<file path="config.mk">
export PLATFORM = sky130hd
export DESIGN_NAME = ngx_http_parse_time_mul_pipe_acc
export DESIGN_NICKNAME = d
export VERILOG_FILES = /design/src/rtl/ngx_http_parse_time_mul_pipe_acc.sv
export SDC_FILE = /design/constraint.sdc
export NUM_CORES = 1
export LEC_CHECK = 0
export BUFFER_PORTS_ARGS = -buffer_cell sky130_fd_sc_hd__buf_2
export CAP_MARGIN = 20
export CORE_ASPECT_RATIO = 0.6
export CORE_MARGIN = 2
export CORE_UTILIZATION = 35
export CTS_BUF_LIST = sky130_fd_sc_hd__clkbuf_4 sky130_fd_sc_hd__clkbuf_8
export CTS_CLUSTER_DIAMETER = 200
export DETAILED_ROUTE_END_ITERATION = 6
export GPL_TIMING_DRIVEN = 0
export HOLD_SLACK_MARGIN = 0.05
export PLACE_DENSITY_LB_ADDON = 0.05
export RECOVER_POWER = 100
export SETUP_SLACK_MARGIN = 0.2
export SYNTH_ARGS = -nofsm -noshare
export SYNTH_HDL_FRONTEND = slang
export SYNTH_SLANG_ARGS = --single-unit
</file>
<file path="constraint.sdc">
create_clock -name clk -period 12.5 [get_ports clk]
set_input_delay 2.5 -clock clk [delete_from_list [all_inputs] [get_ports clk]]
set_output_delay 2.5 -clock clk [all_outputs]
set_load 0.05 [all_outputs]
</file>
<file path="src/rtl/ngx_http_parse_time_mul_pipe_acc.sv">
// ngx_http_parse_time_mul_pipe_acc
//
// Pipelined integer multiplier with optional multiply-accumulate for the
// time-parsing datapath (seconds/minutes/days scaling). It accepts one
// operand pair per cycle. The result appears NUM_STAGE enabled clock edges
// after the sample is presented.
//
// Register chain, NUM_STAGE registers in total:
//   stage 1            : extended operands + valid/acc_clr tags (NUM_STAGE >= 2)
//   stages 2..N-1      : full-precision product + tags
//   stage N            : dout / vld_out (also the accumulator when ACC_EN=1)
// When NUM_STAGE == 1 the multiplier feeds the output register directly.
// When NUM_STAGE == 2 it sits between the operand and output registers.
//
// Ports:
//   clk      in   rising-edge clock
//   reset    in   asynchronous active-high reset (clears data, tags, acc)
//   ce       in   clock enable; 0 freezes every register
//   vld_in   in   din0/din1/acc_clr are valid this cycle
//   acc_clr  in   with vld_in, restart the accumulator (ACC_EN=1 only)
//   din0     in   operand A, din0_WIDTH bits
//   din1     in   operand B, din1_WIDTH bits
//   vld_out  out  dout holds a newly completed result
//   dout     out  product or accumulated sum, dout_WIDTH bits
module ngx_http_parse_time_mul_pipe_acc #(
    parameter int ID          = 1,
    parameter int NUM_STAGE   = 3,
    parameter int din0_WIDTH  = 16,
    parameter int din1_WIDTH  = 14,
    parameter int dout_WIDTH  = 30,
    parameter int din0_SIGNED = 0,
    parameter int din1_SIGNED = 0,
    parameter int ACC_EN      = 0
) (
    input  logic                  clk,
    input  logic                  reset,
    input  logic                  ce,
    input  logic                  vld_in,
    input  logic                  acc_clr,
    input  logic [din0_WIDTH-1:0] din0,
    input  logic [din1_WIDTH-1:0] din1,
    output logic                  vld_out,
    output logic [dout_WIDTH-1:0] dout
);

    localparam int P          = din0_WIDTH + din1_WIDTH;
    localparam int XW         = (dout_WIDTH > P) ? dout_WIDTH : P;
    localparam bit ANY_SIGNED = (din0_SIGNED != 0) || (din1_SIGNED != 0);
    localparam int PD         = (NUM_STAGE > 2) ? NUM_STAGE - 2 : 0;

    if (NUM_STAGE < 1 || NUM_STAGE > 8) begin : g_bad_stage
        $error("ngx_http_parse_time_mul_pipe_acc[%0d]: NUM_STAGE=%0d outside 1..8", ID, NUM_STAGE);
    end

    // Extend both operands to the full product width. The product is only
    // ever used modulo 2^P, so one P-bit multiply gives the right bits for
    // every signed/unsigned combination.
    function automatic logic signed [P-1:0] ext0(input logic [din0_WIDTH-1:0] a);
        if (din0_SIGNED != 0) return P'($signed(a));
        else                  return P'(a);
    endfunction

    function automatic logic signed [P-1:0] ext1(input logic [din1_WIDTH-1:0] b);
        if (din1_SIGNED != 0) return P'($signed(b));
        else                  return P'(b);
    endfunction

    // Fit the product to dout_WIDTH. A narrower result keeps the low bits.
    // A wider result is sign-extended only when an operand is signed.
    function automatic logic [dout_WIDTH-1:0] resize_prod(input logic signed [P-1:0] p);
        logic [XW-1:0] x;
        if (ANY_SIGNED) x = XW'(p);
        else            x = XW'($unsigned(p));
        return x[dout_WIDTH-1:0];
    endfunction

    logic signed [P-1:0]   mul_a_p0;
    logic signed [P-1:0]   mul_b_p0;
    logic                  mul_vld_p0;
    logic                  mul_clr_p0;
    logic signed [P-1:0]   prod_p1;
    logic signed [P-1:0]   fin_prod;
    logic                  fin_vld;
    logic                  fin_clr;
    logic [dout_WIDTH-1:0] fin_res;
    logic [dout_WIDTH-1:0] dout_q;
    logic [dout_WIDTH-1:0] dout_d;
    logic                  vld_out_q;
    logic                  vld_out_d;

    // ---- stage 1: operand / tag register ----
    if (NUM_STAGE >= 2) begin : g_op_reg
        logic signed [P-1:0] op0_p0_q;
        logic signed [P-1:0] op1_p0_q;
        logic                vld_p0_q;
        logic                clr_p0_q;

        always_ff @(posedge clk or posedge reset) begin
            if (reset) begin
                op0_p0_q <= '0;
                op1_p0_q <= '0;
                vld_p0_q <= 1'b0;
                clr_p0_q <= 1'b0;
            end else if (ce) begin
                op0_p0_q <= ext0(din0);
                op1_p0_q <= ext1(din1);
                vld_p0_q <= vld_in;
                clr_p0_q <= acc_clr;
            end
        end

        assign mul_a_p0   = op0_p0_q;
        assign mul_b_p0   = op1_p0_q;
        assign mul_vld_p0 = vld_p0_q;
        assign mul_clr_p0 = clr_p0_q;
    end else begin : g_op_direct
        assign mul_a_p0   = ext0(din0);
        assign mul_b_p0   = ext1(din1);
        assign mul_vld_p0 = vld_in;
        assign mul_clr_p0 = acc_clr;
    end

    assign prod_p1 = mul_a_p0 * mul_b_p0;

    // ---- stages 2..NUM_STAGE-1: product delay chain ----
    if (PD > 0) begin : g_prod_chain
        logic signed [P-1:0] prod_p1_q [PD];
        logic [PD-1:0]       vld_p1_q;
        logic [PD-1:0]       clr_p1_q;

        always_ff @(posedge clk or posedge reset) begin
            if (reset) begin
                for (int i = 0; i < PD; i++) prod_p1_q[i] <= '0;
                vld_p1_q <= '0;
                clr_p1_q <= '0;
            end else if (ce) begin
                prod_p1_q[0] <= prod_p1;
                vld_p1_q[0]  <= mul_vld_p0;
                clr_p1_q[0]  <= mul_clr_p0;
                for (int i = 1; i < PD; i++) begin
                    prod_p1_q[i] <= prod_p1_q[i-1];
                    vld_p1_q[i]  <= vld_p1_q[i-1];
                    clr_p1_q[i]  <= clr_p1_q[i-1];
                end
            end
        end

        assign fin_prod = prod_p1_q[PD-1];
        assign fin_vld  = vld_p1_q[PD-1];
        assign fin_clr  = clr_p1_q[PD-1];
    end else begin : g_prod_direct
        assign fin_prod = prod_p1;
        assign fin_vld  = mul_vld_p0;
        assign fin_clr  = mul_clr_p0;
    end

    assign fin_res = resize_prod(fin_prod);

    // ---- stage NUM_STAGE: output register / accumulator ----
    // In accumulate mode dout_q is the accumulator itself. Invalid samples
    // leave it untouched, and the accumulator wraps modulo 2^dout_WIDTH.
    always_comb begin
        dout_d    = dout_q;
        vld_out_d = 1'b0;
        if (ACC_EN != 0) begin
            if (fin_vld) begin
                vld_out_d = 1'b1;
                dout_d    = fin_clr ? fin_res : dout_q + fin_res;
            end
        end else begin
            dout_d    = fin_res;
            vld_out_d = fin_vld;
        end
    end

    always_ff @(posedge clk or posedge reset) begin
        if (reset) begin
            dout_q    <= '0;
            vld_out_q <= 1'b0;
        end else if (ce) begin
            dout_q    <= dout_d;
            vld_out_q <= vld_out_d;
        end
    end

    assign dout    = dout_q;
    assign vld_out = vld_out_q;

endmodule

</file>
; ---- Word-level counts from Yosys, hierarchy flattened
; Cells that the tools add are included.
; Widths: inputs -> output; s select.
[totals]
reg_bits = 93
latch_bits = 0
ram_bits = 0
mem_bits_ro = 0
out_inout_bits = 31
n_memories = 0
[op_classes]
addsub = 0
multipliers = 1
div_mod_pow = 0
order_cmp = 0
eq_ne = 0
shift = 0
n_mux = 0
bitwise_logic = 0
reduce_logical = 0
[op_table]
columns = cell, n
row1 = $mul 16x14->30, 1

; ---- Logic depth before layout (Yosys ltp)
; Gate-level depths: netlist (run 1).
[depth]
ltp_word = 1
mapped_depth = 21
depth_no_buf = 20

; ---- Least setup slack after synthesis (run 1)
; OpenSTA, ideal clock, no wires.
[synth_timing]
path_kind = register to register
from = register g_op_reg.op1_p0_q[7]
to = register g_prod_chain.prod_p1_q (netlist bit dout_d[27])
setup_time_ns = 0.120
t_arrival_ns = 5.580
required_ns = 12.380
slack_ns = 6.800
stages_incl_launch_ff = 21
n_path_buf = 3
cell_sequence = dfrtp_1 clkbuf_1 clkbuf_1 nand2_1 fa_1 fa_1 inv_1 fa_1 fa_1 fa_1 inv_1 fa_1 inv_1 ha_1 clkbuf_1 nand2_1 nor3_1 a221oi_1 o21ai_0 or3_1 a31o_2
[synth_between]
elab_chain_len = 1
[synth_rtl]
columns = element, line_no
row1 = "start, declared", 94  ; logic signed [P-1:0] op1_p0_q;
row2 = "start signal, assigned", 106  ; op1_p0_q <= ext1(din1);
row3 = $mul 16x14->30, 123  ; assign prod_p1 = mul_a_p0 * mul_b_p0;
row4 = "end signal, assigned by index", 141  ; prod_p1_q[i] <= prod_p1_q[i-1];
row5 = "end, declared", 127  ; logic signed [P-1:0] prod_p1_q [PD];
; Every way passes these cells.
; A chain may end at the register's enable or synchronous reset.

; ---- Final worst setup path (run 1)
[layout_timing]
from = register g_op_reg.op1_p0_q[3]
to = register g_prod_chain.prod_p1_q (netlist bit dout_d[28])
; The elaborated chain is that of the path after synthesis.

==> results of run 1 <==
registers in the layout, summed over array words and instances, names as in the netlist:
register and cells:
dout 30, dout_d 30, fin_vld 1, g_op_reg.op0_p0_q 16, g_op_reg.op1_p0_q 14, g_op_reg.vld_p0_q 1
vld_out 1
worst min-delay path: stages (launching register included):
cell     delay (ns)
dfrtp_1        0.36
nand2_1        0.05
nand4_1        0.06
synthesized netlist by cell type (all sizes together) (6+ instances only):
| cell type | count | area share |
|---|---|---|
| inv | 178 | 0.060 |
| fa | 165 | 0.30 |
| nand2 | 154 | 0.052 |
| and2 | 112 | 0.063 |
| ha | 94 | 0.11 |
| dfrtp | 93 | 0.21 |
| mux2 | 72 | 0.073 |
| clkbuf | 51 | 0.017 |
| a21oi | 27 | 0.012 |
| o21ai | 25 | 0.011 |
| nor2 | 21 | 0.0071 |
| nor3 | 16 | 0.0072 |
| a21o | 9 | 0.0062 |
| nand3 | 9 | 0.0041 |
| o21a | 9 | 0.0061 |
| xnor2 | 9 | 0.0071 |
| a31oi | 6 | 0.0034 |
| nand4 | 6 | 0.0034 |
| o31ai | 6 | 0.0041 |
| or3 | 6 | 0.0034 |
logic make-up after synthesis:
group | count (synthesis) | synth area share
buf+inv | 233 | 0.0792
flops | 93 | 0.210
xor+xnor | 11 | 0.00868
mux | 74 | 0.0748
fa+ha+maj | 259 | 0.404
compound gates | 117 | 0.0709
simple gates | 344 | 0.153
how the worst max path moves through the flow:
stage          slack [ns]          to
2_1_floorplan        6.80  dout_d[27]
3_3_place_gp         5.58  dout_d[29]
3_5_place_dp         5.61  dout_d[29]
4_1_cts              5.56  dout_d[29]
5_1_grt              4.80  dout_d[28]
6_report             5.25  dout_d[28]
per-stage QoR:
step / instances / util / worst slack (ns) / cell area [um^2] / hold slack [ns]
detailed placement: 1611 / 0.383 / 5.61 / 12000 / 0.476
global placement: 1610 / 0.382 / 5.58 / 11900 / 0.471
finish: 1630 / 0.388 / 5.25 / 12100 / 0.497
global route: 1627 / 0.387 / 4.80 / 12100 / 0.518
CTS: 1627 / 0.390 / 5.56 / 12200 / 0.503
floorplan: 1131 / - / 6.80 / 11100 / 0.446
cell type report:
type,count,area (um^2),share of cell area
Antenna cell,3,7.51,0.000620
Buffer,54,208,0.0172
Clock buffer,10,138,0.0114
Clock inverter,6,65.1,0.00538
Inverter,179,673,0.0556
Multi-Input combinational cell,805,7880,0.651
Sequential cell,93,2330,0.192
Tap cell,416,520,0.0430
Timing Repair Buffer,64,280,0.0232
per-layer routing:
metal	vias up	global-route usage
met5	-	0
met4	0	0.0250
met3	10	0.0611
met2	187	0.290
met1	4183	0.326
li1	3763	-
==> reports/metrics.yaml, run 1 <==
outcome: "complete, but fails checks"
violations: "max-capacitance violations, max-slew violations"
drtIter0Drc: 405
ios: 66
synth_area_mm2: 0.0111
reg2reg_slack_ns: 5.25
max_freq_ghz: 0.138
ys_seq_elements: 93
wl_um: 32300
cts_made_buffers: 9
syn-mean-instance-area_um2: 9.81
drt-vias-per-instance: 5.00
cp_num_buf_inv: 7
clkSinkCount: 93
yosys_warnings: 0
wl_per_cell_um: 19.8
clk_pin_slew_worst_paths_ns: 0.11
fillers: 3240
crit_chain: "clkbuf_1 > and2_0 > fa_1 > inv_1 > fa_1 > inv_1 > fa_1 > inv_1 > fa_1 > inv_1 > fa_1 > inv_1 > fa_1 > inv_1 > ha_1 > nand2_1 > nor4_1 > o21ba_1 > o21ai_0 > o311ai_0"
fin_crit_ns: 7.25
clockBufferDepth: 2
final-hold-violation-count: 0
ys_types: 53
grtUsageTotal: 0.209
grt_pass1_vias: 8505
grt_remaining_overflow: 0
cp.depth: 20
holdPathStages: 2
slew_violations: 96
cts_root_buf: "clkbuf_8"
grt_first_pass_wirelength_um: 51000
crit_start: "g_op_reg.op1_p0_q[3]"
reg2regPathDepth: 20
wl_met2_um: 13100
slowest_delay_ns: 1.04
async_reset_ff_frac: 1.00
fp-row-count: 50
wl_met3_um: 2370
skew_ns: 0.0191
first_pass_iters: 5
post_cts_buffers: 0
antenna_found_initial: 3
arrival_ns: 7.55
layout_common_cells: "inv_1 (177), fa_1 (165), nand2_1 (154), and2_1 (110), ha_1 (94)"
grt_max_degree: 61
initial_core_util: 0.356
cp-end-kind: "flop"
syn2layout_area_growth_pct: 9.01
max-cap-violations: 2
rsz0062_at_grt: "false"
worst-setup-path-type: "reg -> reg"
synth-seq-area-share: 0.210
reg2reg_to: "dout_d[28]"
cp_data_required_time_ns: 12.80
synth.net_count: 1425
dieArea_mm2: 0.0332
fin_nets: 1500
core_area_mm2: 0.0312
ys.flop_type: "dfrtp_1"
ant_nets: 0
setup_tns_ns: 0
dieHeight_um: 142
cp_slowest_cell: "nor4_1"
highest_layer: "met4"
layout-drive-gt1-share: 0.107
io_buffers: 63
hold_buffers: 0
htree_levels: 3
path_max_fanout: 10
r2r-start: "g_op_reg.op1_p0_q[3]"
fin_crit_sh: 0.580
drc: 0
final_common_cell: "inv_1"
route.vias.total: 8143
dpl.hpwl_um: 26700
synth-edff-count: 0
gp_congestion: 0.846
worstMarginPinSlew_ns: 3.37
slew_headroom: -1.25
cp-start-kind: "flop"
cts-resized-gates: 0
drt-met1-wl_um: 16700
clk_latency_ns: 0.42
hold_class: "reg -> reg"
crit_family: "adder cells"
die_width_um: 234
cts_tree: "done"
min_to: "dout_d[22]"
setup_viol: 0
netlist_instances: 1131
hold_start: "dout_d[22]"
Power of run 1 is left out: the tool's default activity adds up to more than one toggle a clock period on the data nets, which glitch-free logic cannot reach.
==> inputs of run 2 (changes only) <==
==> constraint.sdc (replaced) <==
create_clock -name clk -period 6.4 [get_ports clk]
set_input_delay 1.28 -clock clk [delete_from_list [all_inputs] [get_ports clk]]
set_output_delay 1.28 -clock clk [all_outputs]
set_load 0.05 [all_outputs]
==> reports/metrics.yaml, run 2 (synthesized netlist as in run 1, its figures left out) <==
arrival_ns: 6.40  # -1.15 ns
cpMostUsedCell: "fa_1"
fin_crit_sh: 0.951  # +0.371
grtUsageTotal: 0.211  # +0.00197
dieArea_mm2: 0.0332  # unchanged
hold_start: "dout_d[22]"
crit_family: "adder cells"
cts_tree: "done"
cp-start-kind: "flop"
fp-row-count: 50  # unchanged
final.setup.worst_slack_ns: 0.313  # -4.93 ns
final-hold-violation-count: 0  # unchanged
ant_nets: 0  # unchanged
clkSinkCount: 93  # unchanged
layout-drive-gt1-share: 0.180  # +0.0740
drc: 0  # unchanged
skew_ns: 0.0211  # +0.00199 ns
crit_start: "g_op_reg.op0_p0_q[7]"
clockBufferDepth: 2  # unchanged
max_freq_ghz: 0.164  # +19%
slew_headroom: -1.23  # +0.0153
initial_core_util: 0.356  # unchanged
fin_nets: 1519  # +1.3%
outcome: "complete, but fails checks"
clk_latency_ns: 0.43  # about the same
worstMarginPinSlew_ns: 3.35  # -0.0230 ns
fin_crit_ns: 6.09  # -1.17 ns
die_width_um: 234  # unchanged
cts_made_buffers: 9  # unchanged
rsz0062_at_grt: "false"
dpl_worst_slack_ns: -0.492  # -6.10 ns
antenna_found_initial: 4  # +1
max-cap-violations: 2  # unchanged
grt_pass1_vias: 8555  # +0.59%
cp_num_buf_inv: 5  # -2
setup_viol: 0  # unchanged
drt-vias-per-instance: 5.02  # +0.41%
r2r-start: "g_op_reg.op0_p0_q[7]"
hold_class: "reg -> reg"
worst-setup-path-type: "reg -> reg"
cp_slowest_cell: "dfrtp_1"
syn2layout_area_growth_pct: 12.5
dpl.hpwl_um: 26700  # unchanged
cts_root_buf: "clkbuf_8"
hold_buffers: 0  # unchanged
layout_common_cells: "inv_1 (177), fa_1 (165), nand2_1 (153), and2_1 (109), ha_1 (92)"
first_pass_iters: 5  # unchanged
slew_violations: 96  # unchanged
io_buffers: 63  # unchanged
dieHeight_um: 142  # unchanged
cp-end-kind: "flop"
violations: "max-capacitance violations, max-slew violations"
ios: 66  # unchanged
clk_pin_slew_worst_paths_ns: 0.11  # about the same
grt_max_degree: 61  # unchanged
wl_per_cell_um: 19.8  # about the same
final_common_cell: "inv_1"
fillers: 3194  # -1.4%
grt_remaining_overflow: 0  # unchanged
drtIter0Drc: 385  # -4.9%
path_max_fanout: 10  # unchanged
route.vias.total: 8267  # +1.5%
core_area_mm2: 0.0312  # unchanged
gp_congestion: 0.846  # unchanged
crit_chain: "buf_4 > nand2_1 > fa_1 > inv_1 > fa_1 > fa_1 > fa_1 > fa_1 > inv_1 > fa_1 > inv_1 > ha_1 > clkbuf_2 > nand2_1 > or4_1 > a211oi_2 > o21ai_0 > a31o_2"
slowest_delay_ns: 0.62  # -0.42 ns
htree_levels: 3  # unchanged
cp_data_required_time_ns: 6.71  # -6.09 ns
wl_um: 32700  # +1.1%
grt_first_pass_wirelength_um: 51500  # +0.88%
-- run 2: layout make-up --
type / count / area (um^2) / area share
Sequential cell: 93 / 2350 / 0.188
Antenna cell: 2 / 5.00 / 0.000401
Multi-Input combinational cell: 805 / 8020 / 0.642
Tap cell: 416 / 520 / 0.0417
Clock inverter: 6 / 65.1 / 0.00521
Timing Repair Buffer: 83 / 423 / 0.0339
Buffer: 54 / 295 / 0.0237
Clock buffer: 10 / 138 / 0.0110
Inverter: 179 / 673 / 0.0539
-- run 2: routing by layer --
metal  share of wire  vias to the layer above  global-route usage
li1                -                     3800                   -
met3           0.075                       11              0.0651
met1            0.51                     4261               0.328
met5               0                        -                   0
met2            0.41                      195               0.292
met4          0.0057                        0              0.0240
-- run 2: per-stage QoR --
step	hold slack, ns	util	setup TNS (ns)	area (um^2)	cells
2_1_floorplan	0.446	-	0	11100	1131
3_3_place_gp	0.471	0.382	-3.86	11900	1610
3_5_place_dp	0.476	0.383	-3.76	12000	1611
4_1_cts	0.503	0.394	0	12300	1630
5_1_grt	0.518	0.400	0	12500	1646
6_report	0.496	0.400	0	12500	1648
-- run 2: final timing paths --
path / endpoint / slack, ns / depth (start not counted)
setup / recovery: dout_d[27] / 0.31 / 18
hold / removal: dout_d[22] / 0.50 / 2
setup reg to reg: dout_d[27] / 0.31 / 18
hold reg to reg: dout_d[22] / 0.50 / 2
max in group asynchronous: g_op_reg.op0_p0_q[12] / 1.17 / 3
min in group asynchronous: vld_out / 1.19 / 2
-- run 2: timing repair --
item                                    in CTS  in global routing
endpoints found under the setup margin      18                 16
endpoints found under the hold margin        0                  0
pin swaps                                    3                  6
setup buffers                                3                 16
resized for setup                           62                 61
-- run 2: worst min-delay path, cell delays in order, from the launching register on --
cell and delay [ns]:
dfrtp_1 0.36, nand2_1 0.05, nand4_1 0.06
Power of run 2 is left out for the same reason.
==> inputs of run 3 (changes only) <==
--- a/config.mk
+++ b/config.mk
@@ -8,14 +8,14 @@
 export BUFFER_PORTS_ARGS = -buffer_cell sky130_fd_sc_hd__buf_2
 export CAP_MARGIN = 20
 export CORE_ASPECT_RATIO = 0.6
-export CORE_MARGIN = 2
+export CORE_MARGIN = 3
 export CORE_UTILIZATION = 35
 export CTS_BUF_LIST = sky130_fd_sc_hd__clkbuf_4 sky130_fd_sc_hd__clkbuf_8
 export CTS_CLUSTER_DIAMETER = 200
 export DETAILED_ROUTE_END_ITERATION = 6
 export GPL_TIMING_DRIVEN = 0
 export HOLD_SLACK_MARGIN = 0.05
-export PLACE_DENSITY_LB_ADDON = 0.05
+export PLACE_DENSITY = 0.6
 export RECOVER_POWER = 100
 export SETUP_SLACK_MARGIN = 0.2
 export SYNTH_ARGS = -nofsm -noshare
==> reports/metrics.yaml, run 3 (synthesized netlist as in run 1, its figures left out) <==
outcome: "complete, no violations"
cp_data_required_time_ns: 6.74  # +0.03 ns
die_width_um: 236  # +0.86%
first_pass_iters: 5  # unchanged
grt_remaining_overflow: 0  # unchanged
cts_tree: "done"
io_buffers: 63  # unchanged
cp_num_buf_inv: 6  # +1
cpMostUsedCell: "fa_1"
antenna_found_initial: 1  # -3
layout-drive-gt1-share: 0.174  # -0.00636
cp-end-kind: "flop"
syn2layout_area_growth_pct: 12.1
dieArea_mm2: 0.0340  # +2.3%
fin_crit_ns: 6.19  # +0.105 ns
wl_per_cell_um: 19.0  # -4.0%
setup_viol: 0  # unchanged
clockBufferDepth: 2  # unchanged
route.vias.total: 8440  # +2.1%
grt_first_pass_wirelength_um: 49000  # -4.7%
clk_latency_ns: 0.43  # about the same
fillers: 3032  # -5.1%
dieHeight_um: 144  # +1.4%
drt-vias-per-instance: 5.16  # +2.8%
antennaDiodeCount: 0  # -2
cts_root_buf: "clkbuf_8"
arrival_ns: 6.53  # +0.13 ns
crit_chain: "clkbuf_2 > clkbuf_4 > nand2_1 > fa_1 > fa_1 > fa_1 > inv_1 > fa_1 > fa_1 > inv_1 > fa_1 > inv_1 > ha_1 > nand2_1 > nor4_2 > clkbuf_1 > o21ai_0 > a2111o_1 > o211ai_1"
slowest_delay_ns: 0.54  # -0.08 ns
path_max_fanout: 10  # unchanged
ios: 66  # unchanged
grtUsageTotal: 0.190  # -0.0217
drc: 0  # unchanged
htree_levels: 3  # unchanged
cts_made_buffers: 9  # unchanged
grt_pass1_vias: 8562  # +0.082%
gp_congestion: 0.929  # +9.8%
worstMarginPinSlew_ns: 1.40  # -1.94 ns
fin_util: 0.407  # +0.00698
dpl.hpwl_um: 25200  # -5.7%
core_area_mm2: 0.0306  # -2.0%
final_common_cell: "inv_1"
fin_crit_sh: 0.967  # +0.0164
final-hold-violation-count: 0  # unchanged
fp-row-count: 49  # -2.0%
grt_max_degree: 67  # +9.8%
cp_slowest_cell: "fa_1"
hold_buffers: 0  # unchanged
crit_family: "adder cells"
initial_core_util: 0.363  # +0.00726
slew_violations: 0  # -100%
clkSinkCount: 93  # unchanged
clk_pin_slew_worst_paths_ns: 0.11  # about the same
slew_headroom: 0.0606  # +1.29
layout_common_cells: "inv_1 (177), fa_1 (165), nand2_1 (153), and2_1 (110), ha_1 (93)"
fin_nets: 1518  # -0.066%
drtIter0Drc: 575  # +49%
worst-setup-path-type: "reg -> reg"
ant_nets: 0  # unchanged
wl_um: 31200  # -4.6%
skew_ns: 0.0161  # -0.00494 ns
max_freq_ghz: 0.162  # -1.7%
hold_class: "reg -> reg"
rsz0062_at_grt: "true"
max-cap-violations: 0  # -2
reg2reg_slack_ns: 0.21  # -0.11 ns
cp-start-kind: "flop"
[run 3: final timing paths]
kind,startpoint,cells past startpoint,to
max,g_op_reg.op1_p0_q[7],19,dout_d[26]
min,dout_d[7],1,dout_d[7]
max reg2reg,g_op_reg.op1_p0_q[7],19,dout_d[26]
min reg2reg,dout_d[7],1,dout_d[7]
max in group asynchronous,reset,3,g_op_reg.op0_p0_q[12]
min in group asynchronous,reset,2,dout[3]
[run 3: stage by stage]
stage | hold slack, ns | TNS (ns) | cells | setup WS (ns) | instance area, um^2
2_1_floorplan | 0.446 | 0 | 1131 | 0.700 | 11100
3_3_place_gp | 0.470 | -1.91 | 1602 | -0.415 | 11900
3_5_place_dp | 0.473 | -2.34 | 1603 | -0.474 | 12000
4_1_cts | 0.497 | 0 | 1623 | 0.198 | 12300
5_1_grt | 0.515 | 0 | 1637 | 0.0632 | 12400
6_report | 0.495 | 0 | 1637 | 0.208 | 12400
[run 3: final cells by class]
type,instances,area (um^2),area share
plain buffers,54,285,0.0229
inverters,179,673,0.0541
multi-input cells,805,8010,0.643
flip-flops and latches,93,2350,0.189
repair buffers,82,435,0.0350
clock inverters,7,65.1,0.00523
well taps,408,510,0.0410
clock buffers,9,124,0.00995
[run 3: repair_timing]
item	CTS	global route
setup endpoints to repair	17	15
pin swaps	2	5
endpoints found under the hold margin	0	0
gates resized for setup	57	54
setup buffers	4	14
[run 3: per-layer routing]
| layer | GRT usage | vias up | routed length [um] |
|---|---|---|---|
| li1 | - | 3789 | - |
| met1 | 0.277 | 4314 | 14700 |
| met2 | 0.266 | 302 | 12800 |
| met3 | 0.0731 | 35 | 3210 |
| met4 | 0.0368 | 0 | 411 |
| met5 | 0 | - | 0 |
Power of run 3 is left out for the same reason.
